$ cat src/rtl/week6_pkg.sv
`default_nettype none
// ============================================================================
// Module      : week6_pkg
// Description : Shared constants, state type and a one-hot to index helper
//               for the four-requester round-robin arbiter.
// Revision    : 1.0 - initial release
// ============================================================================
package week6_pkg;

    localparam int N_REQ = 4;
    localparam int PTR_W = 2;

    typedef enum logic [0:0] {
        IDLE  = 1'b0,
        GRANT = 1'b1
    } arb_state_t;

    // Index of the set bit in a one-hot vector; zero for an all-zero vector.
    function automatic logic [PTR_W-1:0] onehot_to_idx(input logic [N_REQ-1:0] vec);
        logic [PTR_W-1:0] idx;
        idx = '0;
        for (int i = 0; i < N_REQ; i++) begin
            if (vec[i]) begin
                idx = PTR_W'(i);
            end
        end
        return idx;
    endfunction

endpackage : week6_pkg
`default_nettype wire

$ cat src/rtl/week6_rr_pick.sv
`default_nettype none
// ============================================================================
// Module      : week6_rr_pick
// Description : Combinational rotate-and-priority pick. Searches req starting
//               at index ptr, rotating upward modulo N_REQ; the first set bit
//               wins and is returned as a one-hot vector.
// Ports       : req  [N_REQ-1:0] in  request lines
//               ptr  [PTR_W-1:0] in  highest-priority index
//               pick [N_REQ-1:0] out one-hot winner, or zero if req is zero
// Revision    : 1.0 - initial release
// ============================================================================
module week6_rr_pick
    import week6_pkg::*;
(
    input  logic [N_REQ-1:0] req,
    input  logic [PTR_W-1:0] ptr,
    output logic [N_REQ-1:0] pick
);

    logic             w_found;
    logic [PTR_W-1:0] w_idx;

    always_comb begin
        pick    = '0;
        w_found = 1'b0;
        w_idx   = ptr;
        for (int k = 0; k < N_REQ; k++) begin
            // The 2-bit add wraps 3 -> 0, giving the modulo-4 rotation.
            w_idx = ptr + PTR_W'(k);
            if (!w_found && req[w_idx]) begin
                pick[w_idx] = 1'b1;
                w_found     = 1'b1;
            end
        end
    end

endmodule : week6_rr_pick
`default_nettype wire

$ cat config.mk
export PLATFORM = sky130hd
export DESIGN_NAME = week6_rr_pick
export DESIGN_NICKNAME = d
export VERILOG_FILES = /design/src/rtl/week6_pkg.sv /design/src/rtl/week6_rr_pick.sv
export SDC_FILE = /design/constraint.sdc
export NUM_CORES = 1
export LEC_CHECK = 0
export CAP_MARGIN = 20
export CORE_AREA = 5 5 42 44
export DETAILED_ROUTE_END_ITERATION = 8
export DIE_AREA = 0 0 47 49
export SLEW_MARGIN = 20
export SYNTH_ARGS = -nofsm -noshare
export SYNTH_HDL_FRONTEND = slang
export SYNTH_SLANG_ARGS = --single-unit
$ cat constraint.sdc
create_clock -name vclk -period 3.1
set_clock_uncertainty 0.1 [all_clocks]
set_input_delay 0.93 -clock vclk [all_inputs]
set_output_delay 0.93 -clock vclk [all_outputs]
set_load 0.1 [all_outputs]
=== Word level (Yosys, flattened, before mapping) ===
Index checks and enable logic that the tools add are counted.
Widths: inputs -> output; s select.

* Register bits: 0
* Input bits: 6
* Output and inout bits: 4
* Word-level logic and storage cells: 47

* $add $sub $neg: 3
* Order comparisons: 8
* Muxes and demuxes: 23
* Bitwise logic cells: 3
* Reductions and logical operators: 10

{| class="wikitable"
|+ Operators with widths
! operator !! count
|-
| $mux 4 || 4
|-
| $lt 2x3->1 const B || 4
|-
| $or 4x4->4 || 3
|-
| $mux 1 || 11
|-
| $bmux 1 s2 || 4
|-
| $demux 1 s2 || 4
|-
| $ge 2x1->1 const B || 4
|-
| $logic_and 1x1->1 || 7
|-
| $add 2x2->2 const B || 2
|-
| $logic_not 1->1 || 3
|-
| $add 2x1->2 const B || 1
|}

=== Logic depth before layout (Yosys ltp) ===
* Depth after elaboration: 12
* Gate-level depth with buffers: 6
* Depth with buffers taken out: 6

=== Worst setup path after synthesis ===
OpenSTA, ideal clock, no wires.

* Path type: input -> output
* From: input port ptr[0]
* To: output port pick[0]
* Arrival: 3,320 ps
* Required time: 2,070 ps
* Setup slack: -1,250 ps
* Stages: 6
* Buffers on the path: 0
* Cell sequence: inv_1 > ha_1 > mux4_2 > nor2_1 > nand2_1 > o211ai_1

* Longest elaborated chain between the ends: 12
* Elaborated cells on any way between the ends: 47
* Classes of those cells: add/sub: 3; order compare: 8; mux: 23; bitwise: 3; reduce/logical: 10

{| class="wikitable"
|+ RTL lines
! what !! line !! RTL
|-
| from (decl) || week6_rr_pick.sv:16 || <nowiki>input logic [PTR_W-1:0] ptr,</nowiki>
|-
| branches (longest 11 deep; another with $lt 2x3->1) || - ||
|-
| $mux 4 (*) || week6_rr_pick.sv:30 || <nowiki>if (!w_found && req[w_idx]) begin</nowiki>
|-
| to (decl) || week6_rr_pick.sv:17 || <nowiki>output logic [N_REQ-1:0] pick</nowiki>
|}

Every way passes the cells marked *. The select of a mux whose other input is x is not followed.

=== Worst setup path in the final report ===
Same ends and word-level chain as after synthesis.

==> impl_metrics.env <==
export IMPL_regArea_um2=0
export IMPL_outcome="finished with violations"
export IMPL_vias=348
export IMPL_nFillCells=138
export IMPL_max_clock_freq_ghz=0.286
export IMPL_ios=10
export IMPL_synth_cell_types=11
export IMPL_initial_core_util_pct=24.1
export IMPL_wl_per_cell_um=10.7
export IMPL_design_seq_count=0
export IMPL_wl_um=769
export IMPL_drive_gt1_share_pct=58.9
export IMPL_slew_violations=0
export IMPL_drv_cap=0
export IMPL_gp_congestion=0.666
export IMPL_finalSetupTns_ns=-1.46
export IMPL_die_x_um=47
export IMPL_yosys_warnings=0
export IMPL_syn_inst=36
export IMPL_grt_pass1_vias=323
export IMPL_grt_overflow=0
export IMPL_p_leak_nw=0.272
export IMPL_ys_seq_area_share_pct=0
export IMPL_core_mm2=0.00140
export IMPL_powerDensity_mw_per_mm2=298
export IMPL_setup_viol=4
export IMPL_cp_slowest_cell="mux4_2"
export IMPL_period_needed_ns=3.49
export IMPL_holdCritPathClass="input port to output pin"
export IMPL_portBuffers=10
export IMPL_rsz0062_at_grt="yes"
export IMPL_drtIter0Drc=9
export IMPL_startpoint_type="input port"
export IMPL_slowest_delay_ns=0.34
export IMPL_design_die_area_mm2=0.00230
export IMPL_num_clock_buffers=0
export IMPL_synth_avg_cell_area_um2=9.38
export IMPL_ir_drop_v=0.000197
export IMPL_area_growth_pct=78.5
export IMPL_critical_path_buf_inv_count=3
export IMPL_antenna_found_initial=0
export IMPL_required_ns=2.07
export IMPL_first_pass_iters=4
export IMPL_power_mw=0.180
export IMPL_via_per_inst=4.83
export IMPL_worst_pin_slew_ns=0.287
export IMPL_postRouteAntennaNets=0
export IMPL_crit_type="input port to output pin"
export IMPL_hold_viol=0
export IMPL_antenna_cells=0
export IMPL_endpoint_kind="output pin"
export IMPL_crit_path_max_fanout=6
export IMPL_grt_pass1_wl_um=1330
export IMPL_cts_hold_buf=0
export IMPL_final_cells=72
export IMPL_path_delay_family="buffers and inverters"
export IMPL_multiInputGateArea_um2=315
export IMPL_fin_nets=70
export IMPL_violations="negative setup slack"
export IMPL_route_detailed_drc=0
export IMPL_slew_headroom_pct=80.8
export IMPL_worstPathCellList="buf_12 -> inv_12 -> ha_4 -> mux4_2 -> nor4b_4 -> nand2_1 -> o211ai_1 -> clkbuf_16"
export IMPL_numPlacedInstances=69
export IMPL_grtUsageTotal_pct=7.06
export IMPL_final_util_pct=43.0
export IMPL_rows=14
export IMPL_critPathArrivalTime_ns=2.46
export IMPL_die_height_um=49
export IMPL_syn_nets=48
export IMPL_fin_crit_sh_pct=113
export IMPL_synth_area_um2=338
export IMPL_worst_slack_ns=-0.394
export IMPL_grt_max_degree=9
[layout make-up]
| type | count | area share [%] |
|---|---|---|
| multi-input cells | 29 | 52.3 |
| well taps | 16 | 3.32 |
| repair buffers | 21 | 37.8 |
| inverters | 6 | 6.64 |
[cells in the mapped netlist]
library cell | n | area, um2
nand2_1 | 5 | 18.8
nor4b_4 | 1 | 23.8
mux4_2 | 2 | 45.0
a21oi_1 | 4 | 20.0
mux4_1 | 2 | 52.6
o211ai_1 | 4 | 30.0
buf_6 | 1 | 11.3
ha_1 | 6 | 75.1
a21o_2 | 4 | 35.0
inv_1 | 6 | 22.5
nor2_1 | 1 | 3.75
[worst min-delay path, stage by stage]
cell and delay, ns:
buf_8 0.09, inv_6 0.03, ha_4 0.15, nand2_1 0.05, o211ai_1 0.12, buf_12 0.19
[through the flow]
| step | instance area [um2] | hold WS [ns] | worst slack, ns |
|---|---|---|---|
| after floorplan | 368 | 2.68 | -1.19 |
| after global placement | 589 | 2.91 | -0.975 |
| after detailed placement | 589 | 2.92 | -0.956 |
| after CTS | 584 | 2.48 | -0.533 |
| after global routing | 603 | 2.45 | -0.470 |
| final | 603 | 2.40 | -0.394 |
[logic make-up (layout without fill, tap and decap cells)]
logic type / Yosys count / count (layout) / share of synthesized area [%]
AOI/OAI and AO/OA: 12 / 12 / 25.2
and+or+nand+nor: 7 / 7 / 13.7
muxes: 4 / 4 / 28.9
adders and majority gates: 6 / 6 / 22.2
buffers and inverters: 7 / 27 / 10.0
[cells in the final DEF (no fill, tap or decap)]
cell / netlist / routed
buf_4: 0 / 11
ha_1: 6 / 5
inv_1: 6 / 4
nand2_1: 5 / 4
a21oi_1: 4 / 4
a21o_2: 4 / 4
o211ai_1: 4 / 4
clkbuf_2: 0 / 4
mux4_2: 2 / 3
buf_12: 0 / 3
clkbuf_16: 0 / 2
inv_12: 0 / 1
inv_6: 0 / 1
nor2_1: 1 / 1
nand2_2: 0 / 1
mux4_1: 2 / 1
nor4b_4: 1 / 1
ha_4: 0 / 1
buf_8: 0 / 1
[final timing paths]
| check | startpoint | to | slack (ns) | cells after the start |
|---|---|---|---|---|
| max | ptr[0] | pick[0] | -0.39 | 8 |
| min | ptr[1] | pick[3] | 2.40 | 6 |
[where the power goes]
group | switching (mW) | internal [mW]
logic | 0.102 | 0.0781
registers | 0 | 0
clock network | 0 | 0
total | 0.102 | 0.0781
[routing by layer]
metal / up-vias / GRT usage [%] / part of all wire (%)
li1: 174 / - / -
met1: 162 / 9.31 / 43
met2: 12 / 12.9 / 51
met3: 0 / 0.369 / 5.6
met4: 0 / 0 / 0
met5: - / 0 / 0
[timing repair]
| item | 4_1_cts | 5_1_grt |
|---|---|---|
| endpoints found under the setup margin | 4 | 4 |
| resized for setup | 14 | 17 |
| buffers inserted | 1 | 3 |
| pin swaps | 6 | 5 |
(Power assumes the default switching activity.)
